--- config.mk ---
export PLATFORM = sky130hd
export DESIGN_NAME = rf_resp_sim
export DESIGN_NICKNAME = d
export VERILOG_FILES = /design/src/rtl/rf_resp_sim.sv
export SDC_FILE = /design/constraint.sdc
export NUM_CORES = 1
export LEC_CHECK = 0
export CAP_MARGIN = 20
export CORE_MARGIN = 2
export CORE_UTILIZATION = 69
export CTS_CLUSTER_DIAMETER = 120
export DETAILED_ROUTE_END_ITERATION = 10
export DONT_BUFFER_PORTS = 1
export PLACE_DENSITY = 0.88
export SYNTH_ARGS = -nofsm -noshare
export SYNTH_HDL_FRONTEND = slang
export SYNTH_SLANG_ARGS = --single-unit
--- constraint.sdc ---
create_clock -name clk -period 6.3 [get_ports clk]
set_clock_uncertainty 0.05 [all_clocks]
set_input_delay 0.945 -clock clk [delete_from_list [all_inputs] [get_ports clk]]
set_output_delay 0.945 -clock clk [all_outputs]
set_load 0.03 [all_outputs]
--- src/rtl/rf_resp_sim.sv ---
// rf_resp_sim: UART/RS485 responder that emulates the configuration port of an
// RF module. Framed commands on i_rx either set (CMD 0x01) or query (CMD 0x02)
// the frequency word and the up/down-link gains. Each good frame is answered on
// o_tx after a bus-turnaround gap, with the RS485 driver enable o_tx_ctrl
// framing the answer.
//
// Ports:
//   clk          sole clock, rising edge
//   rst_n        asynchronous active-low reset
//   i_rx         UART command line (asynchronous, idle high)
//   o_tx         UART answer line (idle high)
//   o_tx_ctrl    RS485 driver enable, high while answering
//   o_rf_freq    last accepted frequency word
//   o_up_gain    last accepted up-link gain
//   o_down_gain  last accepted down-link gain
//   o_cfg_vld    one-cycle pulse when a set command updates the config
//   o_frm_cnt    count of good frames (wraps)
//   o_err_cnt    count of bad frames, bad bytes and timeouts (wraps)
module rf_resp_sim #(
  parameter int CLK_FREQ = 200000000,
  parameter int BAUD     = 115200,
  parameter int TURN_CYC = 2000,
  parameter int IDLE_TO  = 4 * 10 * (CLK_FREQ / BAUD)
) (
  input  logic        clk,
  input  logic        rst_n,
  input  logic        i_rx,
  output logic        o_tx,
  output logic        o_tx_ctrl,
  output logic [15:0] o_rf_freq,
  output logic [7:0]  o_up_gain,
  output logic [7:0]  o_down_gain,
  output logic        o_cfg_vld,
  output logic [31:0] o_frm_cnt,
  output logic [31:0] o_err_cnt
);

  localparam int BIT_CYC  = CLK_FREQ / BAUD;
  localparam int HALF_CYC = BIT_CYC / 2;

  typedef enum logic [2:0] {RX_ARM, RX_IDLE, RX_START, RX_DATA, RX_STOP} rx_state_t;
  typedef enum logic [1:0] {HDR0, HDR1, BODY, CHK} ps_state_t;
  typedef enum logic [2:0] {TX_IDLE, TX_TURN, TX_DE_ON, TX_SEND, TX_DE_OFF} tx_state_t;

  rx_state_t   rx_state, rx_nxt;
  ps_state_t   ps_state, ps_nxt;
  tx_state_t   tx_state, tx_nxt;

  logic        rx_meta, rx_sync, rx_prev;
  logic [31:0] rx_cnt;
  logic [2:0]  rx_bit;
  logic [7:0]  rx_shift;
  logic        rx_half, rx_full, byte_done, frame_err;

  logic [7:0]  body [0:4];
  logic [2:0]  body_idx;
  logic [31:0] idle_cnt;
  logic [7:0]  chk_calc, ans_cmd, ans_chk, tx_cur;
  logic        tx_start, tx_busy, rx_ok, rx_bad;
  logic        good_set, good_ask, err_inc;

  logic [31:0] tx_cnt;
  logic [3:0]  tx_bit;
  logic [2:0]  tx_idx;
  logic        tx_full;

  // Two-flop synchroniser; rx_prev gives the falling-edge detector its history.
  always_ff @(posedge clk or negedge rst_n) begin
    if (!rst_n) begin
      rx_meta <= 1'b1;
      rx_sync <= 1'b1;
      rx_prev <= 1'b1;
    end else begin
      rx_meta <= i_rx;
      rx_sync <= rx_meta;
      rx_prev <= rx_sync;
    end
  end

  assign rx_half = (rx_cnt == 32'(HALF_CYC - 1));
  assign rx_full = (rx_cnt == 32'(BIT_CYC - 1));

  // RX_ARM waits for one full bit time of idle-high line after reset so that
  // a line still mid-byte at release is not mistaken for a start bit.
  always_comb begin
    rx_nxt    = rx_state;
    byte_done = 1'b0;
    frame_err = 1'b0;
    case (rx_state)
      RX_ARM:   if (rx_sync && rx_full) rx_nxt = RX_IDLE;
      RX_IDLE:  if (rx_prev && !rx_sync) rx_nxt = RX_START;
      RX_START: if (rx_half) rx_nxt = rx_sync ? RX_IDLE : RX_DATA;
      RX_DATA:  if (rx_full && rx_bit == 3'd7) rx_nxt = RX_STOP;
      RX_STOP: begin
        if (rx_full) begin
          rx_nxt    = RX_IDLE;
          byte_done = rx_sync;
          frame_err = !rx_sync;
        end
      end
      default:  rx_nxt = RX_IDLE;
    endcase
  end

  always_ff @(posedge clk or negedge rst_n) begin
    if (!rst_n) begin
      rx_state <= RX_ARM;
      rx_cnt   <= '0;
      rx_bit   <= '0;
      rx_shift <= '0;
    end else begin
      rx_state <= rx_nxt;
      if (rx_nxt != rx_state || rx_state == RX_IDLE ||
          (rx_state == RX_DATA && rx_full) || (rx_state == RX_ARM && !rx_sync))
        rx_cnt <= '0;
      else
        rx_cnt <= rx_cnt + 32'd1;
      if (rx_state == RX_START)
        rx_bit <= '0;
      else if (rx_state == RX_DATA && rx_full) begin
        rx_shift <= {rx_sync, rx_shift[7:1]};
        rx_bit   <= rx_bit + 3'd1;
      end
    end
  end

  // tx_start is included so a byte landing between the verdict and TX_TURN is
  // also dropped.
  assign tx_busy  = (tx_state != TX_IDLE) || tx_start;
  assign rx_ok    = byte_done && !tx_busy;
  assign rx_bad   = frame_err && !tx_busy;
  assign chk_calc = body[0] ^ body[1] ^ body[2] ^ body[3] ^ body[4];

  // Parser: a completed byte wins over a timeout expiring in the same cycle,
  // and every error source funnels into a single err_inc so the counter moves
  // by at most one per cycle.
  always_comb begin
    ps_nxt   = ps_state;
    good_set = 1'b0;
    good_ask = 1'b0;
    err_inc  = 1'b0;
    if (tx_busy) begin
      ps_nxt = HDR0;
    end else if (rx_bad) begin
      ps_nxt  = HDR0;
      err_inc = 1'b1;
    end else if (rx_ok) begin
      case (ps_state)
        HDR0: if (rx_shift == 8'hAA) ps_nxt = HDR1;
        HDR1: begin
          if (rx_shift == 8'h55)      ps_nxt = BODY;
          else if (rx_shift != 8'hAA) ps_nxt = HDR0;
        end
        BODY: if (body_idx == 3'd4) ps_nxt = CHK;
        CHK: begin
          ps_nxt = HDR0;
          if (rx_shift == chk_calc && body[0] == 8'h01)      good_set = 1'b1;
          else if (rx_shift == chk_calc && body[0] == 8'h02) good_ask = 1'b1;
          else                                               err_inc  = 1'b1;
        end
        default: ps_nxt = HDR0;
      endcase
    end else if (ps_state != HDR0 && idle_cnt >= 32'(IDLE_TO)) begin
      ps_nxt  = HDR0;
      err_inc = 1'b1;
    end
  end

  always_ff @(posedge clk or negedge rst_n) begin
    if (!rst_n) begin
      ps_state    <= HDR0;
      body_idx    <= '0;
      idle_cnt    <= '0;
      for (int i = 0; i < 5; i++) body[i] <= '0;
      o_rf_freq   <= '0;
      o_up_gain   <= '0;
      o_down_gain <= '0;
      o_cfg_vld   <= 1'b0;
      o_frm_cnt   <= '0;
      o_err_cnt   <= '0;
      tx_start    <= 1'b0;
      ans_cmd     <= '0;
    end else begin
      ps_state  <= ps_nxt;
      o_cfg_vld <= good_set;
      tx_start  <= good_set | good_ask;
      if (ps_state == HDR0 || rx_ok)
        idle_cnt <= '0;
      else
        idle_cnt <= idle_cnt + 32'd1;
      if (ps_state == HDR1)
        body_idx <= '0;
      else if (ps_state == BODY && rx_ok) begin
        body[body_idx] <= rx_shift;
        body_idx       <= body_idx + 3'd1;
      end
      if (good_set || good_ask) begin
        ans_cmd   <= body[0] | 8'h80;
        o_frm_cnt <= o_frm_cnt + 32'd1;
      end
      if (good_set) begin
        o_rf_freq   <= {body[1], body[2]};
        o_up_gain   <= body[3];
        o_down_gain <= body[4];
      end
      if (err_inc)
        o_err_cnt <= o_err_cnt + 32'd1;
    end
  end

  // The answer is built from the live config registers; they cannot change
  // while TX is busy because the parser is held in HDR0.
  assign ans_chk = ans_cmd ^ o_rf_freq[15:8] ^ o_rf_freq[7:0] ^ o_up_gain ^ o_down_gain;
  assign tx_full = (tx_cnt == 32'(BIT_CYC - 1));

  always_comb begin
    case (tx_idx)
      3'd0:    tx_cur = 8'h55;
      3'd1:    tx_cur = 8'hAA;
      3'd2:    tx_cur = ans_cmd;
      3'd3:    tx_cur = o_rf_freq[15:8];
      3'd4:    tx_cur = o_rf_freq[7:0];
      3'd5:    tx_cur = o_up_gain;
      3'd6:    tx_cur = o_down_gain;
      default: tx_cur = ans_chk;
    endcase
  end

  // Line outputs decode straight from the state register so that reset drops
  // the driver enable in the same cycle rather than one edge later.
  always_comb begin
    tx_nxt    = tx_state;
    o_tx      = 1'b1;
    o_tx_ctrl = 1'b0;
    case (tx_state)
      TX_IDLE: if (tx_start) tx_nxt = TX_TURN;
      TX_TURN: if (tx_cnt == 32'(TURN_CYC - 1)) tx_nxt = TX_DE_ON;
      TX_DE_ON: begin
        o_tx_ctrl = 1'b1;
        if (tx_full) tx_nxt = TX_SEND;
      end
      TX_SEND: begin
        o_tx_ctrl = 1'b1;
        if (tx_bit == 4'd0)      o_tx = 1'b0;
        else if (tx_bit == 4'd9) o_tx = 1'b1;
        else                     o_tx = tx_cur[3'(tx_bit - 4'd1)];
        if (tx_full && tx_bit == 4'd9 && tx_idx == 3'd7) tx_nxt = TX_DE_OFF;
      end
      TX_DE_OFF: begin
        o_tx_ctrl = 1'b1;
        if (tx_full) tx_nxt = TX_IDLE;
      end
      default: tx_nxt = TX_IDLE;
    endcase
  end

  always_ff @(posedge clk or negedge rst_n) begin
    if (!rst_n) begin
      tx_state <= TX_IDLE;
      tx_cnt   <= '0;
      tx_bit   <= '0;
      tx_idx   <= '0;
    end else begin
      tx_state <= tx_nxt;
      if (tx_nxt != tx_state || (tx_state == TX_SEND && tx_full))
        tx_cnt <= '0;
      else
        tx_cnt <= tx_cnt + 32'd1;
      if (tx_state != TX_SEND) begin
        tx_bit <= '0;
        tx_idx <= '0;
      end else if (tx_full) begin
        if (tx_bit == 4'd9) begin
          tx_bit <= '0;
          tx_idx <= tx_idx + 3'd1;
        end else begin
          tx_bit <= tx_bit + 4'd1;
        end
      end
    end
  end

endmodule

==> results.sh, run 1 <==
export IMPL_hold_buffers=0
export IMPL_synthToLayoutAreaGrowth_pct=8.34
export IMPL_worstMarginPinSlew_ns=1.08
export IMPL_die_h_um=146
export IMPL_synth_compound_area_frac=0.0645
export IMPL_die_area_um2=21300
export IMPL_netlist_cell_type_count=72
export IMPL_yosysWarnings=0
export IMPL_synth_most_common_cell="dfrtp_1"
export IMPL_synth_seq_area_share=0.493
export IMPL_ctsRootBufferMaster="clkbuf_16"
export IMPL_avgSynthCellArea_um2=10.6
export IMPL_yosys_area_top_type="dfrtp_1"
export IMPL_cts_tree="built"
export IMPL_post_route_cells_drive_above_1_share=0.124
export IMPL_cap_violations=0
export IMPL_fp_dieW_um=146
export IMPL_cts_setup_buffers=0
export IMPL_clk_pin_slew_ns=0.06
export IMPL_setup_worst_path_start_class="register"
export IMPL_synth_area_um2=13900
export IMPL_fin_tns_setup_ns=0
export IMPL_diodes=0
export IMPL_wirelength_um=30600
export IMPL_powerDensity_nw_per_um2=232
export IMPL_synth_edf_count=0
export IMPL_synthMuxAreaShare=0.0740
export IMPL_vias=10075
export IMPL_coreArea_um2=19700
export IMPL_drtIter0Drc=811
export IMPL_slew_violations=0
export IMPL_cp_max_fo=13
export IMPL_start_util=0.709
export IMPL_numClockSinks=274
export IMPL_place_gp_congestion=0.893
export IMPL_grt_max_degree=275
export IMPL_synthXorXnorAreaFrac=0.143
export IMPL_crit_path_start="tx_idx[2]$_DFFE_PN0P_"
export IMPL_status="completed"
export IMPL_port_buffers=0
export IMPL_synth_flop_cell="dfrtp_1"
export IMPL_clock_latency_ns=0.55
export IMPL_htree_levels=1
export IMPL_vdd_ir_drop_max_v=0.000203
export IMPL_ys_seq_elements=274
export IMPL_vias_per_cell=6.34
export IMPL_worst_ep_arrival_time_ns=3.61
export IMPL_grt_usage=0.286
export IMPL_grt_pass1_vias=9837
export IMPL_synth_top_family_by_area="simple AND/OR/NAND/NOR gates"
export IMPL_rsz0062_at_grt="no"
export IMPL_synth_area_leaders="dfrtp_1, mux2_2, xnor2_1, xor2_1, nor2_1"
export IMPL_r2r_start="tx_state[0]$_DFF_PN0_"
export IMPL_fmax_mhz=217
export IMPL_clockBufferDepth=3
export IMPL_synth_cells=1318
export IMPL_hold_viol=0
export IMPL_whs_ns=0.0459
export IMPL_leakage_nw=6.76
export IMPL_grt_overflow=0
export IMPL_synth_top_area_frac=0.487
export IMPL_syn_nets=1340
export IMPL_drcViolationCount=0
export IMPL_routedWlPerCell_um=19.3
export IMPL_relSlewSlack=0.280
export IMPL_path_class="reg2out"
export IMPL_finalSetupViolCount=0
export IMPL_end_kind="output port"
export IMPL_antenna_found_initial=0
export IMPL_nets=1326
export IMPL_grt_pass1_wl_um=50800
export IMPL_place_detailed_hpwl_um=19600
export IMPL_period_share=0.731
export IMPL_synth_common_cells="dfrtp_1, nor2_1, xnor2_1"
export IMPL_hp_class="in2async"
export IMPL_first_pass_iters=5
export IMPL_period_needed_ns=4.61
export IMPL_async_flop_share=1.00
export IMPL_synth_fa_ha_area_frac=0.0171
export IMPL_io_pins=102
export IMPL_numCtsBuffers=29
export IMPL_row_count=51
export IMPL_required_ns=5.30
export IMPL_ant_nets=0
export IMPL_postCtsResizedCells=0
export IMPL_yosys_area_share_simple=0.183
==> state kept, by name, indices dropped and copies added, names as in the netlist, 4 cells and up <==
register / count
o_rf_freq: 16
tx_bit: 4
rx_cnt: 32
ans_cmd: 8
body: 40
o_frm_cnt: 32
tx_cnt: 32
idle_cnt: 32
o_up_gain: 8
o_err_cnt: 32
o_down_gain: 8
rx_shift: 8
==> layout by cell type (no fill, tap or decap), types with 4 or more instances in the layout <==
master       n
nand2b_1     7
a221oi_1     7
xnor2_1    108
o21ai_0     29
a31oi_1      7
nor2b_1      6
a21oi_1     24
ha_1        19
nor4_2       6
clkbuf_1     5
inv_1       39
or3_1        6
a2111oi_1    4
o211ai_1     4
xor2_1     101
clkbuf_16   29
and4_1       9
xnor3_1      7
dfrtp_1    271
and3_1      27
clkbuf_8     5
nor2_1     158
nor3_1      28
mux2_2      87
mux2i_1      4
nand3_1     69
a22o_1       7
or4_1        5
nand4_1     47
a211oi_1    19
and2_1      10
clkinv_2     7
nor4_1      17
nand2_1     75
==> worst paths after layout <==
check / to / slack, ns / cells past startpoint
worst max-delay path: o_tx / 1.69 / 7
worst min-delay path: tx_cnt[11]$_DFF_PN0_ / 0.05 / 0
worst max register to register: o_frm_cnt[29]$_DFFE_PN0P_ / 2.81 / 7
worst min register to register: rx_sync$_DFF_PN1_ / 0.31 / 0
max in group asynchronous: rx_prev$_DFF_PN1_ / 5.76 / 0
min in group clk: rx_sync$_DFF_PN1_ / 0.31 / 0
==> report_power, final <==
group          internal (mW)  switching (mW)
Sequential              1.76         0.00310
Combinational        0.00295         0.00607
Clock                   1.02           0.694
==> area by class of cell <==
class / instances / area, µm²
repair buffers: 6 / 72.6
clock inverters: 13 / 149
multi-input cells: 953 / 6710
inverters: 40 / 150
flip-flops and latches: 274 / 6860
clock buffers: 39 / 813
well taps: 265 / 332
fillers: 1219 / 4570
==> layer usage <==
layer,vias up,global-route usage,part of all wire
li1,4593,-,-
met1,5057,0.399,0.42
met2,366,0.475,0.50
met3,59,0.0450,0.059
met4,0,0.0757,0.020
met5,-,0,0
==> through the flow <==
stage	area (µm²)	setup WS, ns	utilization	cells	power, mW
2_1_floorplan	13900	2.77	-	1318	1.80
3_3_place_gp	14100	2.41	0.716	1535	1.81
3_5_place_dp	14100	2.29	0.716	1535	1.81
4_1_cts	15000	1.73	0.765	1587	3.51
5_1_grt	15100	1.50	0.768	1590	3.59
6_report	15100	1.69	0.768	1590	3.49
==> logic make-up after synthesis <==
| family | count (synthesis) |
|---|---|
| buffers and inverters | 91 |
| and+or+nand+nor | 496 |
| adders and majority gates | 19 |
| DFF | 274 |
| xor gates and xnor gates | 216 |
| AOI/OAI and AO/OA | 130 |
| muxes | 92 |
==> critical path, stage by stage, from the launching register on <==
cell      delay (ns)
dfrtp_1         0.62
clkinv_1        0.35
ha_1            0.41
or4_1           0.59
o21ai_0         0.23
o221ai_1        0.14
a31o_2          0.27
a311o_1         0.48
No activity file was read; power rests on OpenSTA's default activity.
==> inputs of run 2 (changes only) <==
CORE_UTILIZATION = 58   (was 69)
PLACE_DENSITY = 0.79   (was 0.88)
clock period = 4 ns   (was 6.3 ns; I/O delays follow)
==> results.sh, run 2 (synthesis results as in run 1) <==
export IMPL_status="complete, but fails checks"
export IMPL_violations="negative hold slack"
export IMPL_leakage_nw=6.79
export IMPL_r2r_start="rx_shift[3]$_DFFE_PN0P_"
export IMPL_path_cells="inv_1 > ha_1 > or4_4 > o21ai_0 > o221ai_1 > a31o_2 > a311o_1"
export IMPL_clk_pin_slew_ns=0.06
export IMPL_cts_tree="built"
export IMPL_antenna_found_initial=0
export IMPL_grt_usage=0.237
export IMPL_period_needed_ns=3.80
export IMPL_worstMarginPinSlew_ns=1.12
export IMPL_wirelength_um=29900
export IMPL_drcViolationCount=0
export IMPL_period_share=0.949
export IMPL_vdd_ir_drop_max_v=0.000337
export IMPL_routedWlPerCell_um=18.1
export IMPL_whs_ns=-0.269
export IMPL_die_h_um=159
export IMPL_htree_levels=1
export IMPL_numClockSinks=274
export IMPL_hp_class="in2async"
export IMPL_r2r_slack_ns=0.58
export IMPL_grt_max_degree=275
export IMPL_nFillCells=1775
export IMPL_crit_family="compound AO/OA/AOI/OAI gates"
export IMPL_fin_tns_setup_ns=0
export IMPL_final_cell_mix="dfrtp_1, nor2_1, xnor2_1"
export IMPL_top_register="body"
export IMPL_start_util=0.592
export IMPL_slowest_delay_ns=0.65
export IMPL_cp_max_fo=15
export IMPL_busiest_layer="met2"
export IMPL_post_place_ws_ns=0.627
export IMPL_port_buffers=0
export IMPL_rsz0062_at_grt="no"
export IMPL_vias=9889
export IMPL_setup_worst_path_start_class="register"
export IMPL_fmax_mhz=263
export IMPL_path_class="reg2out"
export IMPL_ant_nets=0
export IMPL_place_gp_congestion=0.935
export IMPL_largest_register_ffs=40
export IMPL_setup_ws_ns=0.204
export IMPL_vias_per_cell=5.98
export IMPL_end_kind="output port"
export IMPL_coreArea_um2=23500
export IMPL_required_ns=3.35
export IMPL_io_pins=102
export IMPL_fp_dieW_um=159
export IMPL_die_area_um2=25300
export IMPL_first_pass_iters=9
export IMPL_row_count=56
export IMPL_hold_buffers=1
export IMPL_reg2regPathDepth=7
export IMPL_hold_viol=274
export IMPL_grt_overflow=0
export IMPL_cp_num_buf_inv=1
export IMPL_layout_commonest_cell="dfrtp_1"
export IMPL_slew_violations=0
export IMPL_grt_pass1_vias=9787
export IMPL_grt_pass1_wl_um=50100
export IMPL_numCtsBuffers=28
export IMPL_ctsRootBufferMaster="clkbuf_16"
export IMPL_finalSetupViolCount=0
export IMPL_powerDensity_nw_per_um2=355
export IMPL_cap_violations=0
export IMPL_synthToLayoutAreaGrowth_pct=9.03
export IMPL_post_route_cells_drive_above_1_share=0.130
export IMPL_relSlewSlack=0.254
export IMPL_drtIter0Drc=864
export IMPL_grt_util_met1=0.327
export IMPL_clock_latency_ns=0.54
export IMPL_cts_setup_buffers=0
export IMPL_grtUsageMet3=0.0396
export IMPL_worst_ep_arrival_time_ns=3.15
export IMPL_r2r_end="o_err_cnt[1]$_DFFE_PN0P_"
export IMPL_clockBufferDepth=3
export IMPL_diodes=0
export IMPL_nets=1335
export IMPL_use_met2=0.392
export IMPL_place_detailed_hpwl_um=19700
export IMPL_cp_slowest_cell="or4_4"
[run 2: cell type report]
class / instances / area, µm² / share of cell area
sequential: 274 / 6860 / 0.452
clock buffer: 43 / 858 / 0.0565
tap: 319 / 399 / 0.0263
clock inverter: 9 / 72.6 / 0.00478
multi-input combinational: 953 / 6720 / 0.443
inverter: 40 / 150 / 0.00989
timing repair buffer: 16 / 123 / 0.00808
[run 2: per-stage QoR]
stage | hold slack, ns | cell area (µm²) | std cells | total power, mW | utilization
final | -0.269 | 15200 | 1654 | 5.40 | 0.645
after global routing | -0.283 | 15200 | 1654 | 5.55 | 0.645
after CTS | -0.290 | 15200 | 1654 | 5.43 | 0.645
after detailed placement | 0.278 | 14200 | 1601 | 2.85 | 0.605
after global placement | 0.277 | 14200 | 1601 | 2.85 | 0.605
after floorplan | 0.254 | 13900 | 1318 | 2.84 | -
[run 2: routing by layer]
metal | wire [µm] | vias up
met5 | 0 | -
met3 | 1580 | 53
li1 | - | 4611
met2 | 14500 | 259
met1 | 13200 | 4966
met4 | 604 | 0
[run 2: worst max path at each step]
stage          depth (start not counted)                       end  slack, ns               startpoint
2_1_floorplan                          9                      o_tx       0.82    tx_idx[0]$_DFFE_PN0P_
5_1_grt                                7                      o_tx       0.08    tx_idx[0]$_DFFE_PN0P_
4_1_cts                                7                      o_tx       0.11    tx_idx[0]$_DFFE_PN0P_
6_report                               7                      o_tx       0.20    tx_idx[0]$_DFFE_PN0P_
3_5_place_dp                           7  o_err_cnt[1]$_DFFE_PN0P_       0.63  rx_shift[3]$_DFFE_PN0P_
3_3_place_gp                           7                      o_tx       0.74    tx_idx[0]$_DFFE_PN0P_
[run 2: repair_timing]
item / in CTS / in global routing
setup endpoints to repair: 0 / 1
endpoints found under the hold margin: 275 / 274
resized for setup: 0 / 2
[run 2: where the power goes]
part           switching [mW]  internal, mW  total [mW]
sequential            0.00512          2.78        2.78
clock                    1.06          1.54        2.60
combinational         0.00957       0.00530      0.0149
total                    1.08          4.32        5.40
